--- config.mk ---
export PLATFORM = sky130hd
export DESIGN_NAME = ntt_bf_sched_flat
export DESIGN_NICKNAME = d
export VERILOG_FILES = /design/src/rtl/ntt_pkg.sv /design/src/rtl/ntt_bf_sched_if.sv /design/src/rtl/ntt_wb_delay.sv /design/src/rtl/ntt_bf_sched.sv /design/src/flat_wrapper.sv
export SDC_FILE = /design/constraint.sdc
export NUM_CORES = 1
export LEC_CHECK = 0
export BUFFER_PORTS_ARGS = -buffer_cell sky130_fd_sc_hd__buf_4
export CORE_MARGIN = 3
export CORE_UTILIZATION = 55
export CTS_CLUSTER_SIZE = 40
export DETAILED_ROUTE_END_ITERATION = 10
export HOLD_SLACK_MARGIN = 0.12
export PLACE_DENSITY = 0.75
export SYNTH_ARGS = -nofsm -noshare
export SYNTH_HDL_FRONTEND = slang
export SYNTH_SLANG_ARGS = --single-unit
--- constraint.sdc ---
create_clock -name i_clk -period 6.3 [get_ports i_clk]
set_input_delay 0.315 -clock i_clk [delete_from_list [all_inputs] [get_ports i_clk]]
set_output_delay 0.315 -clock i_clk [all_outputs]
set_load 0.03 [all_outputs]
--- src/rtl/ntt_pkg.sv ---
// Shared constants, types and address helper for the NTT butterfly scheduler.
// Optional NTT_SCHED_PINGPONG_EN adds a bank bit (bit 8) to every coefficient address.
package ntt_pkg;
  localparam int N            = 256;
  localparam int LOG_N        = 8;
  localparam int NUM_LAYERS   = 7;
  localparam int BF_PER_LAYER = 128;

`ifdef NTT_SCHED_PINGPONG_EN
  localparam int ADDR_W = 9;
`else
  localparam int ADDR_W = 8;
`endif

  localparam logic [1:0] BF_MODE_NTT  = 2'b00;
  localparam logic [1:0] BF_MODE_INTT = 2'b01;
  localparam logic [1:0] BF_MODE_BYP  = 2'b10;
  localparam logic [1:0] BF_MODE_IDLE = 2'b11;

  typedef enum logic [1:0] {ST_IDLE, ST_ISSUE, ST_DRAIN, ST_FIN} sched_state_e;

  typedef struct packed {
    logic [7:0] a;
    logic [7:0] b;
    logic [6:0] tw;
  } bf_addr_t;

  typedef struct packed {
    logic       vld;
`ifdef NTT_SCHED_PINGPONG_EN
    logic       bank;
`endif
    logic [7:0] a;
    logic [7:0] b;
  } wb_t;

  // Cooley-Tukey (forward) shrinks the butterfly span per layer, Gentleman-Sande (inverse) grows it.
  function automatic bf_addr_t bf_addr(input logic inv, input logic [2:0] l, input logic [6:0] c);
    bf_addr_t r;
    int s, len, g, o, a;
    s   = inv ? int'(l) + 1 : 7 - int'(l);
    len = 1 << s;
    g   = int'(c) >> s;
    o   = int'(c) & (len - 1);
    a   = (g << (s + 1)) | o;
    r.a  = 8'(a);
    r.b  = 8'(a + len);
    r.tw = inv ? 7'((128 >> l) - 1 - g) : 7'((1 << l) + g);
    return r;
  endfunction
endpackage

--- src/rtl/ntt_bf_sched_if.sv ---
// Scheduler bus: start/inv from the polynomial controller, read/write/twiddle strobes out.
interface ntt_bf_sched_if;
  import ntt_pkg::*;
  logic              i_start;
  logic              i_inv;
  logic              o_busy;
  logic              o_done;
  logic              o_rd_en;
  logic [ADDR_W-1:0] o_rd_addr_a;
  logic [ADDR_W-1:0] o_rd_addr_b;
  logic [6:0]        o_tw_addr;
  logic [1:0]        o_bf_mode;
  logic              o_wr_en;
  logic [ADDR_W-1:0] o_wr_addr_a;
  logic [ADDR_W-1:0] o_wr_addr_b;

  modport slave (
    input  i_start, i_inv,
    output o_busy, o_done, o_rd_en, o_rd_addr_a, o_rd_addr_b, o_tw_addr, o_bf_mode,
           o_wr_en, o_wr_addr_a, o_wr_addr_b
  );
  modport master (
    output i_start, i_inv,
    input  o_busy, o_done, o_rd_en, o_rd_addr_a, o_rd_addr_b, o_tw_addr, o_bf_mode,
           o_wr_en, o_wr_addr_a, o_wr_addr_b
  );
endinterface

--- src/rtl/ntt_wb_delay.sv ---
// Write-back delay line: read-side {valid, addresses} shifted by the memory+butterfly latency.
// Sized for the longer mode; the tap follows the latched direction.
module ntt_wb_delay
  import ntt_pkg::*;
#(
  parameter int D_NTT  = 6,
  parameter int D_INTT = 7
) (
  input  logic i_clk,
  input  logic i_rst,
  input  logic i_inv,
  input  wb_t  i_d,
  output wb_t  o_q
);
  localparam int DEPTH = (D_NTT > D_INTT) ? D_NTT : D_INTT;

  wb_t r_pipe [1:DEPTH];

  always_ff @(posedge i_clk) begin
    if (i_rst) begin
      for (int k = 1; k <= DEPTH; k++) r_pipe[k] <= '0;
    end else begin
      r_pipe[1] <= i_d;
      for (int k = 2; k <= DEPTH; k++) r_pipe[k] <= r_pipe[k-1];
    end
  end

  assign o_q = i_inv ? r_pipe[D_INTT] : r_pipe[D_NTT];
endmodule

--- src/rtl/ntt_bf_sched.sv ---
// Radix-2 NTT/INTT butterfly sequencer for one 256-coefficient polynomial (7 layers x 128 butterflies).
// NTT_SCHED_PINGPONG_EN: reads from bank l[0], writes to bank ~l[0]; result ends in bank 1.
module ntt_bf_sched
  import ntt_pkg::*;
#(
  parameter int MEM_RD_LAT  = 1,
  parameter int BF_LAT_NTT  = 5,
  parameter int BF_LAT_INTT = 6
) (
  input  logic           i_clk,
  input  logic           i_rst,
  ntt_bf_sched_if.slave  bus
);
  localparam int D_NTT  = MEM_RD_LAT + BF_LAT_NTT;
  localparam int D_INTT = MEM_RD_LAT + BF_LAT_INTT;
  localparam logic [7:0] DL_NTT  = 8'(D_NTT - 1);
  localparam logic [7:0] DL_INTT = 8'(D_INTT - 1);

  sched_state_e r_state;
  logic         r_inv;
  logic [2:0]   r_layer;
  logic [6:0]   r_cnt;
  logic [7:0]   r_dcnt;
  logic         r_busy, r_done, r_rd_en;
  logic [7:0]   r_rd_a, r_rd_b;
  logic [6:0]   r_tw;
  logic [1:0]   r_mode;

  bf_addr_t     w_first;
  bf_addr_t     w_next;
  bf_addr_t     w_nlayer;
  logic [7:0]   w_dlast;
  wb_t          w_wb_in, w_wb_out;

  assign w_first  = bf_addr(bus.i_inv, 3'd0, 7'd0);
  assign w_next   = bf_addr(r_inv, r_layer, r_cnt + 7'd1);
  assign w_nlayer = bf_addr(r_inv, r_layer + 3'd1, 7'd0);
  assign w_dlast  = r_inv ? DL_INTT : DL_NTT;

  always_ff @(posedge i_clk) begin
    if (i_rst) begin
      r_state <= ST_IDLE;
      r_inv   <= 1'b0;
      r_layer <= '0;
      r_cnt   <= '0;
      r_dcnt  <= '0;
      r_busy  <= 1'b0;
      r_done  <= 1'b0;
      r_rd_en <= 1'b0;
      r_rd_a  <= '0;
      r_rd_b  <= '0;
      r_tw    <= '0;
      r_mode  <= BF_MODE_IDLE;
    end else begin
      case (r_state)
        ST_IDLE: if (bus.i_start) begin
          r_state <= ST_ISSUE;
          r_inv   <= bus.i_inv;
          r_layer <= '0;
          r_cnt   <= '0;
          r_busy  <= 1'b1;
          r_rd_en <= 1'b1;
          r_rd_a  <= w_first.a;
          r_rd_b  <= w_first.b;
          r_tw    <= w_first.tw;
          r_mode  <= bus.i_inv ? BF_MODE_INTT : BF_MODE_NTT;
        end
        ST_ISSUE: begin
          if (r_cnt == 7'd127) begin
            r_state <= ST_DRAIN;
            r_rd_en <= 1'b0;
            r_dcnt  <= '0;
          end else begin
            r_cnt   <= r_cnt + 7'd1;
            r_rd_a  <= w_next.a;
            r_rd_b  <= w_next.b;
            r_tw    <= w_next.tw;
          end
        end
        // Drain until the layer's last write lands so the next layer reads fresh data.
        ST_DRAIN: begin
          r_dcnt <= r_dcnt + 8'd1;
          if (r_dcnt == w_dlast) begin
            if (r_layer == 3'(NUM_LAYERS - 1)) begin
              r_state <= ST_FIN;
              r_done  <= 1'b1;
            end else begin
              r_state <= ST_ISSUE;
              r_layer <= r_layer + 3'd1;
              r_cnt   <= '0;
              r_rd_en <= 1'b1;
              r_rd_a  <= w_nlayer.a;
              r_rd_b  <= w_nlayer.b;
              r_tw    <= w_nlayer.tw;
            end
          end
        end
        ST_FIN: begin
          r_state <= ST_IDLE;
          r_done  <= 1'b0;
          r_busy  <= 1'b0;
          r_mode  <= BF_MODE_IDLE;
        end
        default: r_state <= ST_IDLE;
      endcase
    end
  end

  assign w_wb_in.vld = r_rd_en;
  assign w_wb_in.a   = r_rd_a;
  assign w_wb_in.b   = r_rd_b;
`ifdef NTT_SCHED_PINGPONG_EN
  assign w_wb_in.bank = ~r_layer[0];
`endif

  ntt_wb_delay #(.D_NTT(D_NTT), .D_INTT(D_INTT)) u_wb_delay (
    .i_clk (i_clk),
    .i_rst (i_rst),
    .i_inv (r_inv),
    .i_d   (w_wb_in),
    .o_q   (w_wb_out)
  );

  assign bus.o_busy    = r_busy;
  assign bus.o_done    = r_done;
  assign bus.o_rd_en   = r_rd_en;
  assign bus.o_tw_addr = r_tw;
  assign bus.o_bf_mode = r_mode;
  assign bus.o_wr_en   = w_wb_out.vld;
`ifdef NTT_SCHED_PINGPONG_EN
  assign bus.o_rd_addr_a = {r_layer[0], r_rd_a};
  assign bus.o_rd_addr_b = {r_layer[0], r_rd_b};
  assign bus.o_wr_addr_a = {w_wb_out.bank, w_wb_out.a};
  assign bus.o_wr_addr_b = {w_wb_out.bank, w_wb_out.b};
`else
  assign bus.o_rd_addr_a = r_rd_a;
  assign bus.o_rd_addr_b = r_rd_b;
  assign bus.o_wr_addr_a = w_wb_out.a;
  assign bus.o_wr_addr_b = w_wb_out.b;
`endif
endmodule

--- src/flat_wrapper.sv ---
// flat-port wrapper written by rule: the top's interface ports become plain ports
module ntt_bf_sched_flat import ntt_pkg::*;
#(
  parameter int MEM_RD_LAT  = 1,
  parameter int BF_LAT_NTT  = 5,
  parameter int BF_LAT_INTT = 6
)
  (i_clk, i_rst, bus_i_start, bus_i_inv, bus_o_busy, bus_o_done, bus_o_rd_en, bus_o_rd_addr_a, bus_o_rd_addr_b, bus_o_tw_addr, bus_o_bf_mode, bus_o_wr_en, bus_o_wr_addr_a, bus_o_wr_addr_b);
  ntt_bf_sched_if bus_i ();
  input  logic i_clk;
  input  logic i_rst;
  input wire logic [$bits(bus_i.i_start)-1:0] bus_i_start;
  input wire logic [$bits(bus_i.i_inv)-1:0] bus_i_inv;
  output wire logic [$bits(bus_i.o_busy)-1:0] bus_o_busy;
  output wire logic [$bits(bus_i.o_done)-1:0] bus_o_done;
  output wire logic [$bits(bus_i.o_rd_en)-1:0] bus_o_rd_en;
  output wire logic [$bits(bus_i.o_rd_addr_a)-1:0] bus_o_rd_addr_a;
  output wire logic [$bits(bus_i.o_rd_addr_b)-1:0] bus_o_rd_addr_b;
  output wire logic [$bits(bus_i.o_tw_addr)-1:0] bus_o_tw_addr;
  output wire logic [$bits(bus_i.o_bf_mode)-1:0] bus_o_bf_mode;
  output wire logic [$bits(bus_i.o_wr_en)-1:0] bus_o_wr_en;
  output wire logic [$bits(bus_i.o_wr_addr_a)-1:0] bus_o_wr_addr_a;
  output wire logic [$bits(bus_i.o_wr_addr_b)-1:0] bus_o_wr_addr_b;
  assign bus_i.i_start = bus_i_start;
  assign bus_i.i_inv = bus_i_inv;
  assign bus_o_busy = bus_i.o_busy;
  assign bus_o_done = bus_i.o_done;
  assign bus_o_rd_en = bus_i.o_rd_en;
  assign bus_o_rd_addr_a = bus_i.o_rd_addr_a;
  assign bus_o_rd_addr_b = bus_i.o_rd_addr_b;
  assign bus_o_tw_addr = bus_i.o_tw_addr;
  assign bus_o_bf_mode = bus_i.o_bf_mode;
  assign bus_o_wr_en = bus_i.o_wr_en;
  assign bus_o_wr_addr_a = bus_i.o_wr_addr_a;
  assign bus_o_wr_addr_b = bus_i.o_wr_addr_b;
  ntt_bf_sched #(.MEM_RD_LAT(MEM_RD_LAT), .BF_LAT_NTT(BF_LAT_NTT), .BF_LAT_INTT(BF_LAT_INTT)) u_core (.i_clk(i_clk), .i_rst(i_rst), .bus(bus_i));
endmodule
* Yosys cells after proc, flatten, opt, wreduce, memory -nomap -nowiden
Memories as Yosys holds them, arrays and structs flattened.
Index checks and enable logic that the tools add are counted.
** Storage, ports and cells
- Logic and storage cells :: 144
- Bits in writable memories :: 119
- Memories :: 1
- Bits in registers :: 49
- Output and inout bits :: 45
** Cells by class
- Equality and inequality tests :: 12
- Bitwise logic cells :: 9
- Shift operators :: 13
- Mux-type cells :: 61
- Add/subtract/negate cells :: 22
- Reduce and logical (&&, ||, !) cells :: 14
** Memory list
- u_core.u_wb_delay.r_pipe :: depth 7, bits a word 17, rd ports 7, clocked after memory_dff 0, write ports 7, RTL line ntt_wb_delay.sv:17 : wb_t r_pipe [1:DEPTH];
** Operators by type and width (count)
- 2-to-1 mux 17 bit :: 8
- adder 32 x 2 -> 32 bit, second input constant :: 3
- << shifter 1 x 32 -> 8 bit, first input constant :: 3
- << shifter 32 x 32 -> 8 bit :: 3
- 2-to-1 mux 7 bit :: 11
- 2-to-1 mux 8 bit :: 9
- 2-to-1 mux 32 bit :: 2
- case mux 8 bit (3 select lines) :: 2
- case mux 7 bit (3 select lines) :: 2
- >> shifter 1 x 3 -> 32 bit, first input constant :: 1
- >> shifter 1 x 32 -> 32 bit, first input constant :: 1
- >> shifter 7 x 32 -> 32 bit :: 1
- adder 8 bit :: 3
- case mux 8 bit (2 select lines) :: 1
- >> shifter 8 x 3 -> 7 bit, first input constant :: 2
- adder 7 bit :: 2
- << shifter 1 x 3 -> 7 bit, first input constant :: 2
- subtractor 7 x 2 -> 7 bit, second input constant :: 2
- subtractor 7 bit :: 2
- 2-to-1 mux 2 bit :: 6
- 2-to-1 mux 3 bit :: 4
- 2-to-1 mux 1 bit :: 10
- AND reduction 5 bit :: 2
- adder 3 x 1 -> 4 bit, second input constant :: 2
- 28 further kinds :: 47

* Logic depth before layout (Yosys ltp)
- Depth in word-level cells :: 9
- Gate-level depth with buffers :: 23
- Depth with buffers taken out :: 22

* By module
From an unflattened synthesis, not the netlist that was laid out.
** Second synthesis, totals
- Cell total of the unflattened synthesis :: 907
- Area, all modules :: 8295.5 µm²
** By module, submodules not included
- ntt_bf_sched :: seq. area each 980.9 µm², area each 4843.4 µm², instances 1, cells an instance 637
- ntt_wb_delay :: seq. area each 2382.3 µm², area each 3452.1 µm², instances 1, cells an instance 270

* Worst setup path before layout
Ideal clock, no wire load.
- Kind :: register to register
- Start point :: reg u_core.r_layer[0]
- End point :: reg u_core.r_rd_b[7], in the netlist u_core.bus.o_rd_addr_b[7]
- Path buffers :: 5
- Clock period less this slack :: 4.594 ns
- Slack :: 1.706 ns
- Library setup time :: 0.126 ns
- Arrival time :: 4.467 ns
- Cell stages (with the launch flop) :: 20
- Cells stage by stage :: dfxtp_1 > buf_2 > buf_1 > buf_1 > clkbuf_1 > inv_1 > ha_1 > ha_1 > clkbuf_1 > a311oi_1 > a32o_1 > ha_1 > a21o_1 > a21oi_1 > nor2b_1 > o21a_1 > o41ai_1 > xor2_1 > nor3_1 > o31ai_2
** Between the ends
- Longest elaborated chain between the ends :: 9
** Ends and longest elaborated chain
- start: declaration :: RTL line ntt_bf_sched.sv:21 : logic [2:0] r_layer;
- start signal: assignment :: RTL line ntt_bf_sched.sv:89 : r_layer <= r_layer + 3'd1;
- adder 3 x 1 -> 3 bit, or another cell as far along :: RTL line ntt_bf_sched.sv:37 : assign w_nlayer = bf_addr(r_inv, r_layer + 3'd1, 7'd0);
- subtractor 3 x 3 -> 4 bit, or another cell as far along :: RTL line ntt_pkg.sv:41 : s = inv ? int'(l) + 1 : 7 - int'(l);
- 2-to-1 mux 32 bit or << shifter 1 x 32 -> 8 bit (tied branches) :: RTL line ntt_pkg.sv:41, ntt_pkg.sv:42
- adder 32 x 2 -> 32 bit, or another cell as far along :: RTL line ntt_pkg.sv:45 : a = (g << (s + 1)) | o;
- << shifter 32 x 32 -> 8 bit or AND 8 bit (tied branches) :: RTL line ntt_pkg.sv:45, ntt_pkg.sv:44
- adder 8 bit or OR 8 bit (tied branches) :: RTL line ntt_pkg.sv:47, ntt_pkg.sv:45
- 2-to-1 mux 8 bit or adder 8 bit (tied branches) :: RTL line ntt_bf_sched.sv:84, ntt_pkg.sv:47
- 2-to-1 mux 8 bit (on tied branches) :: RTL line ntt_bf_sched.sv:83, ntt_bf_sched.sv:69
- case mux 8 bit (3 select lines) :: RTL line ntt_bf_sched.sv:55 : case (r_state)
- end signal: assignment :: RTL line ntt_bf_sched.sv:64 : r_rd_b <= w_first.b;
- end signal: assignment :: RTL line ntt_bf_sched.sv:76 : r_rd_b <= w_next.b;
- end signal: assignment :: RTL line ntt_bf_sched.sv:93 : r_rd_b <= w_nlayer.b;
- end: declaration :: RTL line ntt_bf_sched.sv:25 : logic [7:0] r_rd_a, r_rd_b;
Several ways; a longest one is shown, not always the timed one. The select of a mux whose other input is x is not followed.
A chain may end at the register's enable or synchronous reset.

* Worst setup path in the final report
Same ends and word-level chain as after synthesis.

==> results list <==
* Result of the run: finished, final reports clean
- The via count of the first global-routing pass came to 5808.
- STA puts the critical path data required time at 6600 ps.
* Detailed-route via count: 6142
- In the routed design, unresolved DRC markers number 0.
- Arrival time worst endpoint: ~5400 ps
- Cts hold-fix bufs: 0
* Total negative setup slack: 0 ps
- Type of element launching the critical path: flop
- Count of endpoints failing hold in the final timing report: 0
- Fin area: about 0.009 mm^2
* Count leader, synth: dfxtp_1
* Type of the worst min-delay path: input pin to flop
* Total Routed Length: 17.7 mm
* Most frequently used flop master after synthesis: dfxtp_1
* Post-detailed-placement cell area: 0.00835 mm^2
- At the end of the flow the core is filled with cells to 63.9%.
- In the global route stage, overall resource usage came out at 22.9%.
* Area of the multi-input gates: 0.00422 mm^2
* Total of flip-flops plus latches after synthesis: 168
- The synthesized design contains 0 enable-type register cells.
* Netlist cell types: 75
- From left edge to right edge, the die measures roughly 130 um.
- From synthesis to final layout, the design area changed by 12.7%.
- The first global-routing pass estimated 29.6 mm of wire.
- Overflow after GRT: 0
- In this run the core area contains 43 standard-cell rows.
- The sequential cells in the finished layout cover a total of 0.00336 mm^2.
- Along the worst path, the maximum fanout reaches 42.
- Synth async-reset ratio: 0%
* Peak VDD IR: roughly 0.22 mV
- The detail route stage leaves a number of antenna-violating nets equal to 0.
- On the critical path, the stage with the largest delay is an instance of a311oi_1.
* Leakage Power: 3.73 nW
* Syn. warnings: 0
* Average via count per standard cell: 5.66
- TritonCTS clock tree: done
* Die ar.: 0.0160 mm^2
- Element type at the critical path end: flop
* Fin. max-slew vios: 0
- Fin Clk Skew: between 9 and 10 ps
* Maximum operating frequency: 195 MHz
- Series of cell instances along the critical path: buf_4 > ha_1 > ha_1 > a21oi_1 > ha_1 > a311oi_1 > a32o_1 > ha_1 > a21o_1 > a21oi_1 > nor2b_1 > o21a_1 > o41ai_1 > xor2_1 > nor3_1 > o31ai_2
- The later pin in the worst-skew pair is clocked with a latency of approximately 430 ps.
- Library cell occupying the most area in the post-synthesis netlist: dfxtp_1
* Post-CTS clock slew at the launch and capture registers of the worst setup and hold paths: 70 ps
* CORE AREA: 0.0140 mm^2
* Library cell appearing most often on the critical path: ha_1
- Share of post-route cells with drive strength above 1: between 10% and 20%
- Setup violations remaining at the end of the flow were counted as 0.
* Number of port buffers: 48
- Max cap viols: 0
- Counting the fill cells in the layout gives 1169.
* Initial standard-cell utilization of the core: between 50% and 60%
* Cell types with the highest counts after synthesis: dfxtp_1 (168), nor2b_1 (127), nor2_1 (64)
- The wire-length estimate of the detail-placed layout is 12.4 mm.
- First-pass DRT Iterations: 6
- The design draws 3.19 mW.
* Tmin final: 5140 ps
- The clock passes through at most 2 buffers.
- On the final layout, the worst hold slack is 179 ps.
- Part of the cycle the worst path needs: 81.6%
- Setup repair bufs after CTS: 0
- Total power density per cell area: 356 mW/mm^2
* Number of design-rule violations left by the first detailed-router iteration: about 450
* I/O pin cnt: 49
- Routed length per placed instance: 16.3 um
- The congestion estimate from routability-driven global placement came to 0.931.
- At the pin with the least slew margin, the transition time is 1050 ps.
- Post-synth design cell area: 0.00797 mm^2
- Clock tree synthesis inserted a total of 17 buffers.
- Maximum single-stage delay on the critical path: approximately 570 ps
- Number of antenna violations at the first check in global routing: 0
- The critical path is of the flop to flop type.
* RSZ-0062 raised after global routing: no
- Synthesized area per cell: 9.13 um^2
- The root buffer cell chosen for the clock tree is clkbuf_16.
- Total nets after synthesis: 921
- Yosys top cell area share: a little over two fifths
- Final #Nets: 942
- Post-CTS Resized: 0
- In this run the vertical extent of the chip is 126 um.
* Total clock sinks: 168
* CTS H-tree depth: 4
- Diodes inserted: 0
* Relative max-transition margin: between 20% and 30%
- Maximum number of pins on one net before global-route repair: 65
- Synthesis handed over a netlist of 872 instances.
* Share of synthesized area occupied by flip-flops and latches: a little over two fifths
- Dominant cells by area after synthesis: dfxtp_1 (42%), nor2b_1 (10%), ha_1 (6.4%), nor2_1 (3.0%), a21oi_1 (2.8%)
==> cell families after synthesis <==
logic type / count (synthesis) / synth area share (%)
XOR/XNOR: 29 / 3.19
AND/OR/NAND/NOR: 327 / 21.9
multiplexers: 27 / 3.75
AO/OA/AOI/OAI: 187 / 16.7
adder cells (fa/ha/maj): 45 / 7.45
buffers and inverters: 89 / 4.76
flip-flops: 168 / 42.2
==> flip-flops by register name, indices dropped and copies added (netlist names), 2 cells and up <==
name,cells
u_core.u_wb_delay.r_pipe,119
u_core.bus.o_rd_addr_a,8
u_core.bus.o_rd_addr_b,8
u_core.r_dcnt,8
u_core.bus.o_tw_addr,7
u_core.r_cnt,7
u_core.r_layer,3
u_core.bus.o_bf_mode,2
u_core.r_state,2
==> path summary, 6_finish.rpt <==
path	start	end	slack, ps	cells after the start
hold / removal	bus_i_start	u_core.r_inv$_SDFFE_PP0P_	180	3
hold reg to reg	u_core.u_wb_delay.r_pipe[0][48]$_SDFF_PP0_	u_core.u_wb_delay.r_pipe[0][65]$_SDFF_PP0_	430	1
setup / recovery	u_core.r_layer[0]$_SDFFE_PP0P_	u_core.bus.o_rd_addr_b[7]$_SDFFE_PP0P_	1160	16
setup reg to reg	u_core.r_layer[0]$_SDFFE_PP0P_	u_core.bus.o_rd_addr_b[7]$_SDFFE_PP0P_	1160	16
==> per-layer routing <==
metal	up-vias	part of all wire [%]	GRT usage, %
met5	-	0	0
met4	0	1.4	6.75
met3	26	5.8	4.67
met2	192	48	37.6
met1	2866	45	30.6
li1	3058	-	-
==> critical path, delay by kind of cell, from the launching register on <==
family	cells	cell delay, ps
AOI/OAI and AO/OA	8	2390
adders and majority gates	4	1420
buffers and inverters	1	390
and+or+nand+nor	2	350
DFF	1	330
xor gates and xnor gates	1	150
==> where the power goes <==
part / leakage (nW) / internal [mW] / switching [mW]
logic: 2.08 / 0.315 / 0.628
clock network: 0.302 / 0.578 / 0.486
registers: 1.36 / 1.13 / 0.0584
total: 3.73 / 2.02 / 1.17
==> layout by cell type, fill, tap and decap left out, types with 17 or more instances in the layout <==
| cell | count |
|---|---|
| mux2_2 | 19 |
| ha_1 | 41 |
| o21ai_0 | 30 |
| clkbuf_16 | 17 |
| dfxtp_1 | 167 |
| nand3_1 | 26 |
| buf_4 | 52 |
| nand2_1 | 48 |
| nor2b_1 | 127 |
| a21oi_1 | 45 |
| xnor2_1 | 18 |
| nor2_1 | 64 |
| inv_1 | 37 |
==> area by class of cell <==
class / count / area share [%]
clock inverter: 15 / 2.24
timing repair buffer: 52 / 4.35
clock buffer: 17 / 4.74
multi-input combinational: 615 / 47.0
tap: 180 / 2.51
sequential: 168 / 37.5
inverter: 39 / 1.63
==> stage by stage <==
step                      cells  worst slack (ps)
after floorplan             872              1710
after global placement     1054              1420
after detailed placement   1054              1270
after CTS                  1086              1230
after global routing       1086               790
final                      1086              1160
Note: power is estimated with default switching activity, not from simulation.
